## config.mk

```make
export PLATFORM = sky130hd
export DESIGN_NAME = vpu_sram_wr_ctrl
export DESIGN_NICKNAME = d
export VERILOG_FILES = /design/src/rtl/vpu_sram_wr_ctrl.sv
export SDC_FILE = /design/constraint.sdc
export NUM_CORES = 1
export LEC_CHECK = 0
export BUFFER_PORTS_ARGS = -buffer_cell sky130_fd_sc_hd__buf_2
export CAP_MARGIN = 15
export CORE_AREA = 2 2 430 432
export DETAILED_ROUTE_END_ITERATION = 6
export DIE_AREA = 0 0 432 434
export GPL_TIMING_DRIVEN = 1
export HOLD_SLACK_MARGIN = 0.15
export PLACE_DENSITY = 0.39
export REMOVE_ABC_BUFFERS = 1
export SYNTH_ARGS = -nofsm -noshare
export SYNTH_HDL_FRONTEND = slang
export SYNTH_SLANG_ARGS = --single-unit
```

## constraint.sdc

```tcl
create_clock -name clk -period 4 [get_ports clk]
set_input_delay 0.2 -clock clk [delete_from_list [all_inputs] [get_ports clk]]
set_output_delay 0.2 -clock clk [all_outputs]
set_load 0.02 [all_outputs]
```

## src/rtl/vpu_sram_wr_ctrl.sv

```systemverilog
`default_nettype none
// ============================================================================
// Module      : vpu_sram_wr_ctrl
// Description : Single-outstanding SRAM write controller placed downstream of
//               the VPU write-back unit. Waits for the target bank to be free
//               of other masters, issues a one-cycle active-low write strobe,
//               then returns a one-cycle ack. Keeps saturating write/stall
//               counters and a sticky out-of-range bank error flag.
// Revision    : 1.0 - initial release
// ============================================================================
module vpu_sram_wr_ctrl #(
  parameter int SRAM_BANK_CNT       = 4,
  parameter int SRAM_BANK_CNT_LG2   = 2,
  parameter int SRAM_BANK_DEPTH_LG2 = 10,
  parameter int SRAM_DATA_WIDTH     = 512,
  parameter int CNT_WIDTH           = 16
) (
  input  logic                           clk,
  input  logic                           rst_n,
  input  logic                           req_i,
  input  logic [SRAM_BANK_CNT_LG2-1:0]   wid_i,
  input  logic [SRAM_BANK_DEPTH_LG2-1:0] addr_i,
  input  logic                           web_i,
  input  logic                           wlast_i,
  input  logic [SRAM_DATA_WIDTH-1:0]     wdata_i,
  output logic                           ack_o,
  input  logic [SRAM_BANK_CNT-1:0]       bank_busy_i,
  output logic [SRAM_BANK_CNT-1:0]       bank_csb_o,
  output logic                           bank_web_o,
  output logic [SRAM_BANK_DEPTH_LG2-1:0] bank_addr_o,
  output logic [SRAM_DATA_WIDTH-1:0]     bank_wdata_o,
  output logic [CNT_WIDTH-1:0]           wr_cnt_o,
  output logic [CNT_WIDTH-1:0]           stall_cnt_o,
  output logic                           err_o
);

  typedef enum logic [1:0] {
    S_IDLE  = 2'd0,
    S_WRITE = 2'd1,
    S_ACK   = 2'd2
  } state_t;

  // Bank count widened by one bit so the range check also works when the
  // bank count is not a power of two.
  localparam logic [SRAM_BANK_CNT_LG2:0] c_bank_cnt = SRAM_BANK_CNT[SRAM_BANK_CNT_LG2:0];

  state_t                           r_state;
  state_t                           w_state_nxt;
  logic [SRAM_BANK_CNT_LG2-1:0]     r_wid_q;
  logic                             r_wlast_q;
  logic [SRAM_BANK_DEPTH_LG2-1:0]   r_addr_q;
  logic [SRAM_DATA_WIDTH-1:0]       r_wdata_q;
  logic [CNT_WIDTH-1:0]             r_wr_cnt;
  logic [CNT_WIDTH-1:0]             r_stall_cnt;
  logic                             r_err;

  logic                             w_wid_oor;
  logic                             w_accept;
  logic                             w_accept_wr;
  logic                             w_sel_busy;
  logic                             w_strobe;
  logic                             w_stall;
  logic [SRAM_BANK_CNT-1:0]         w_csb;
  logic                             w_unused;

  assign w_wid_oor   = ({1'b0, wid_i} >= c_bank_cnt);
  assign w_accept    = (r_state == S_IDLE) && req_i;
  // Only real, in-range writes reach the bank; no-ops and bad ids bypass it.
  assign w_accept_wr = w_accept && !web_i && !w_wid_oor;
  assign w_strobe    = (r_state == S_WRITE) && !w_sel_busy;
  assign w_stall     = (r_state == S_WRITE) && w_sel_busy;

  // wlast is carried for future burst support and has no effect yet.
  assign w_unused = r_wlast_q;

  // Busy bit of the latched target bank (zero for ids with no bank).
  always_comb begin
    w_sel_busy = 1'b0;
    for (int i = 0; i < SRAM_BANK_CNT; i++) begin
      if (r_wid_q == SRAM_BANK_CNT_LG2'(i)) w_sel_busy = bank_busy_i[i];
    end
  end

  // Chip selects: at most one bit low, only on the cycle the write fires.
  always_comb begin
    w_csb = '1;
    for (int i = 0; i < SRAM_BANK_CNT; i++) begin
      if (w_strobe && (r_wid_q == SRAM_BANK_CNT_LG2'(i))) w_csb[i] = 1'b0;
    end
  end

  // State register.
  always_ff @(posedge clk or negedge rst_n) begin
    if (!rst_n) r_state <= S_IDLE;
    else        r_state <= w_state_nxt;
  end

  // Next-state logic.
  always_comb begin
    w_state_nxt = r_state;
    case (r_state)
      S_IDLE:  if (req_i) w_state_nxt = (web_i || w_wid_oor) ? S_ACK : S_WRITE;
      S_WRITE: if (!w_sel_busy) w_state_nxt = S_ACK;
      S_ACK:   w_state_nxt = S_IDLE;
      default: w_state_nxt = S_IDLE;
    endcase
  end

  // Request capture; the address/data copy doubles as the held bank bus value.
  always_ff @(posedge clk or negedge rst_n) begin
    if (!rst_n) begin
      r_wid_q   <= '0;
      r_wlast_q <= 1'b0;
      r_addr_q  <= '0;
      r_wdata_q <= '0;
    end else begin
      if (w_accept) begin
        r_wid_q   <= wid_i;
        r_wlast_q <= wlast_i;
      end
      if (w_accept_wr) begin
        r_addr_q  <= addr_i;
        r_wdata_q <= wdata_i;
      end
    end
  end

  // Saturating debug counters and sticky error flag.
  always_ff @(posedge clk or negedge rst_n) begin
    if (!rst_n) begin
      r_wr_cnt    <= '0;
      r_stall_cnt <= '0;
      r_err       <= 1'b0;
    end else begin
      if (w_strobe && !(&r_wr_cnt))   r_wr_cnt    <= r_wr_cnt + CNT_WIDTH'(1);
      if (w_stall && !(&r_stall_cnt)) r_stall_cnt <= r_stall_cnt + CNT_WIDTH'(1);
      if (w_accept && w_wid_oor)      r_err       <= 1'b1;
    end
  end

  assign ack_o        = (r_state == S_ACK);
  assign bank_csb_o   = w_csb;
  assign bank_web_o   = !w_strobe;
  assign bank_addr_o  = r_addr_q;
  assign bank_wdata_o = r_wdata_q;
  assign wr_cnt_o     = r_wr_cnt;
  assign stall_cnt_o  = r_stall_cnt;
  assign err_o        = r_err;

endmodule
`default_nettype wire
```

== Word-level counts from Yosys, hierarchy flattened ==
Index checks and enable logic that the tools add are counted.
Storage, ports and cells
  register bits after elaboration: 558
  word-level logic and storage cells: 47
  output and inout port bits: 561
  input bits: 533
Cells by class
  reduce and logical (&&, ||, !) cells: 20
  add/subtract/negate cells: 2
  eq/ne operators: 7
  mux-type cells: 12
Operators with widths (count)
  $add A16 B1 Y16 const B: 2
  $reduce_and A16 Y1: 2
  $logic_and A1 B1 Y1: 10
  $mux W1: 8
  $eq A2 B2 Y1 const B: 3
  $mux W2: 3
  $logic_not A1 Y1: 5
  $eq A2 B1 Y1 const B: 2
  $logic_not A2 Y1: 2
  $ne A2 B2 Y1 const B: 2
  $pmux W2 S2: 1
  $reduce_and A2 Y1: 1

== Longest topological paths before layout ==
  depth in word-level cells: 9
  gate-level depth with buffers: 6
  mapped depth without buffers: 5

== Least setup slack after synthesis ==
OpenSTA, ideal clock, no wires.
  path type: reg-to-reg
  from: register r_stall_cnt[0] (netlist: stall_cnt_o[0])
  to: register r_stall_cnt[9] (netlist: stall_cnt_o[9])
  data arrival time: 1804 ps
  stages on the path, launching flop included: 7
  buffers on the path: 1
  data required time: 3862 ps
  period minus slack after synthesis: 1942 ps
  library setup time: 138 ps
  path slack: 2058 ps
  cells stage by stage: dfrtp_1 > ha_1 > nand4_2 > nor4_4 > buf_4 > nor4_1 > xor2_1
Between the ends
  longest elaborated chain between the ends: 3
  elaborated cells between the ends (all ways): 4
  classes of those cells: add/sub (1); reduce/logical (3)
Ends and longest elaborated chain
  from (decl): line 54  | logic [CNT_WIDTH-1:0] r_stall_cnt;
  from (signal assigned): line 136  | if (w_stall && !(&r_stall_cnt)) r_stall_cnt <= r_stall_cnt + CNT_WIDTH'(1);
  parallel branches: the longest is 3 deep, another holds $add A16 B1 Y16
Several ways; the timed one is not identified.
A chain may end at the register's enable or synchronous reset.

== Final worst setup path ==
  from: register r_state[1]
  to: register r_wdata_q[460] (netlist: bank_wdata_o[460])
Between the ends
  longest elaborated chain between the ends: 3
Ends and longest elaborated chain
  from (decl): line 47  | state_t r_state;
  from (signal assigned): line 95  | else r_state <= w_state_nxt;
  $logic_not A2 Y1: line 67  | assign w_accept = (r_state == S_IDLE) && req_i;
  $logic_and A1 B1 Y1: line 67
  $logic_and A1 B1 Y1: line 69  | assign w_accept_wr = w_accept && !web_i && !w_wid_oor;
  to (signal assigned): line 123  | r_wdata_q <= wdata_i;
  to (decl): line 52  | logic [SRAM_DATA_WIDTH-1:0] r_wdata_q;
Every way passes these cells.

==> impl_metrics.tcl <==
set metrics [dict create \
    dr.pass1.iters 4 \
    clkTransAtPathRegs_ns 0.06 \
    relSlewSlack_pct 34.8 \
    via_per_inst 3.24 \
    skew_ns 0.0394 \
    clk-insertion-delay-late_ns 0.68 \
    grt.total_usage_pct 10.3 \
    dp_cells 4713 \
    grt-ovfl-total 0 \
    utilization_pct 20.5 \
    placed_cell_area_sq_um 29700 \
    ant_nets 0 \
    hpwl_mm 78.8 \
    hold_depth 3 \
    drive_gt1_share_pct 59.3 \
    worst_ep_arrival_time_ns 3.22 \
    report.final.slew_viol_count 0 \
    cts.path.max_buffers 3 \
    core_region_area_sq_um 182000 \
    tns_ns 0 \
    critPathMaxStageDelay_ns 0.57 \
    netlist_instances 1272 \
    cp_num_buf_inv 2 \
    crit_start "r_state[1]" \
    antenna_found_initial 25 \
    num_rows 157 \
    grt_pass1_vias 18307 \
    hp-start "wdata_i[93]" \
    tightest_slew_ns 0.977 \
    die_area_sq_um 187000 \
    cts_tree "built" \
    cts_buffers 74 \
    ir_drop_mv 0.364 \
    grt_max_degree 122 \
    die_y_microns 434 \
    worstHoldPathType "primary input to flip-flop" \
    areaGrowthSynthToFinish_pct 73.9 \
    end_kind "flip-flop" \
    mostFrequentLayoutCells "1,090 x buf_2, 558 x dfrtp_1, 533 x dlygate4sd3_1, 530 x mux2_2, 74 x clkbuf_16" \
    p_per_area_nw_per_um2 777 \
    cts_resized 0 \
    critPathRequiredTime_ns 4.55 \
    final_cells 5393 \
    grt_pass1_wl_mm 138 \
    syn_area_sq_um 21500 \
    max_cap_viol_count 0 \
    crit_slowest_cell "nor2b_4" \
    crit_fanout 7 \
    worst-r2r-cell-count 5 \
    dieWidth_microns 432 \
    wl_per_cell_microns 18.7 \
    fmaxAchievable_mhz 375 \
    vias 17481 \
    route.detailed.drc 0 \
    cp_num_cells 5 \
    fin_area_sq_um 37400 \
    yosysUniqueCellTypes 41 \
    timing.rr.start "r_state[1]" \
    io_pins 1094 \
    setup_viol 0 \
    yosys_warnings 0 \
    start_kind "flip-flop" \
    cts_sinks 558 \
    hold_viol 0 \
    fin_crit_ns 2.67 \
    path_class "flip-flop to flip-flop" \
    initial_core_util_pct 11.8 \
    ys_ff_latch 558 \
    status "completed" \
    final_common_cell "buf_2" \
    worstPathCellList "nor3b_1 > nor2b_4 > buf_4 > mux2_2 > dlygate4sd3_1" \
    htree_levels 3 \
    gp_congestion 0.869 \
    ys_seq_area_share_pct 64.9 \
    nNetsFinal 3472 \
    syn-mean-instance-area_sq_um 16.9 \
    drt_iter0_drc 643 \
    path_delay_family "simple AND/OR/NAND/NOR gates" \
    wl_mm 101 \
    hold_slack_ns 0.284 \
    fin_crit_sh_pct 66.7 \
    rsz0062_at_grt "no" \
    root_buffer "clkbuf_16" \
    portBuffers 1091 \
    p_leak_nw 16.8 \
]
==> state kept, by name, indices dropped and copies added, names as in the netlist <==
signal	count
r_wid_q	2
wr_cnt_o	16
stall_cnt_o	16
r_state	2
bank_addr_o	10
bank_wdata_o	512
==> path summary, 6_finish.rpt <==
check	endpoint	slack [ns]
setup reg to reg	bank_wdata_o[460]	1.33
setup / recovery	bank_wdata_o[460]	1.33
hold reg to reg	bank_wdata_o[445]	0.50
hold / removal	bank_wdata_o[93]	0.28
max in group asynchronous	bank_wdata_o[452]	2.03
min in group asynchronous	bank_wdata_o[175]	0.74
==> worst min-delay path: stages <==
cell,delay (ns)
dlygate4sd3_1,0.52
buf_2,0.09
mux2_2,0.12
==> synthesized netlist by cell type, drive strengths merged <==
cell / number / area [sq um]
dfrtp: 558 / 14000
mux2: 530 / 5970
buf: 63 / 661
xor2: 23 / 201
nor4: 16 / 190
nand3: 12 / 60.1
nand4: 9 / 68.8
nand2: 8 / 30.0
nor3: 8 / 40.0
nor3b: 6 / 50.1
and3: 3 / 18.8
nor4b: 3 / 26.3
or3: 3 / 20.0
xnor2: 3 / 26.3
ha: 2 / 25.0
inv: 2 / 7.51
mux2i: 2 / 20.0
nand2b: 2 / 12.5
nor2: 2 / 7.51
o21ai: 2 / 10.0
a22oi: 1 / 12.5
and2: 1 / 6.26
and2b: 1 / 8.76
and3b: 1 / 10.0
and4: 1 / 8.76
conb: 1 / 3.75
nand3b: 1 / 7.51
nand4b: 1 / 8.76
nor2b: 1 / 6.26
nor4bb: 1 / 10.0
o22a: 1 / 10.0
o41ai: 1 / 8.76
or2: 1 / 6.26
or2b: 1 / 7.51
or3b: 1 / 8.76
==> where the power goes <==
group	internal (W)	leakage (nW)	switching, W
Sequential	0.00844	6.60	0.00156
Combinational	0.00500	9.08	0.00744
Clock	0.00385	1.16	0.00281
Total	0.0173	16.8	0.0118
==> metrics by stage <==
stage / setup slack (ns) / total power (W)
floorplan: -22.30 / 0.0147
global placement: 1.19 / 0.0222
detailed placement: 1.16 / 0.0223
CTS: 1.16 / 0.0298
global route: 1.08 / 0.0307
finish: 1.33 / 0.0291
==> metal layers <==
metal	GRT usage, %	wire length (microns)	up-vias
li1	-	-	7904
met1	12.8	41600	8878
met2	17.2	50000	559
met3	2.60	7020	132
met4	3.21	2330	8
met5	0	47	-
==> cell families (layout without fill, tap and decap cells) <==
family                   Yosys count  in the layout  synth area share [%]
AO/OA/AOI/OAI                      5              5                 0.192
buffers and inverters             65           1786                  3.10
other                              1             16                0.0174
adder cells (fa/ha/maj)            2              2                 0.116
AND/OR/NAND/NOR                   83             83                  2.85
XOR/XNOR                          26             26                  1.06
flip-flops                       558            558                  64.9
multiplexers                     532            532                  27.8
==> final cells by class <==
type,instances,area [sq um]
antenna,15,37.5
clock buffer,109,2120
clock inverter,23,273
fill,19855,145000
inverter,2,7.51
multi-input combinational,649,6910
sequential,558,14000
tap,2385,2980
timing repair buffer,1652,11100
==> repair_timing <==
item,CTS,global route
setup buffers,0,0
hold buffers,533,0
hold endpoints to repair,606,0
Power figures use the tool's default switching activity.
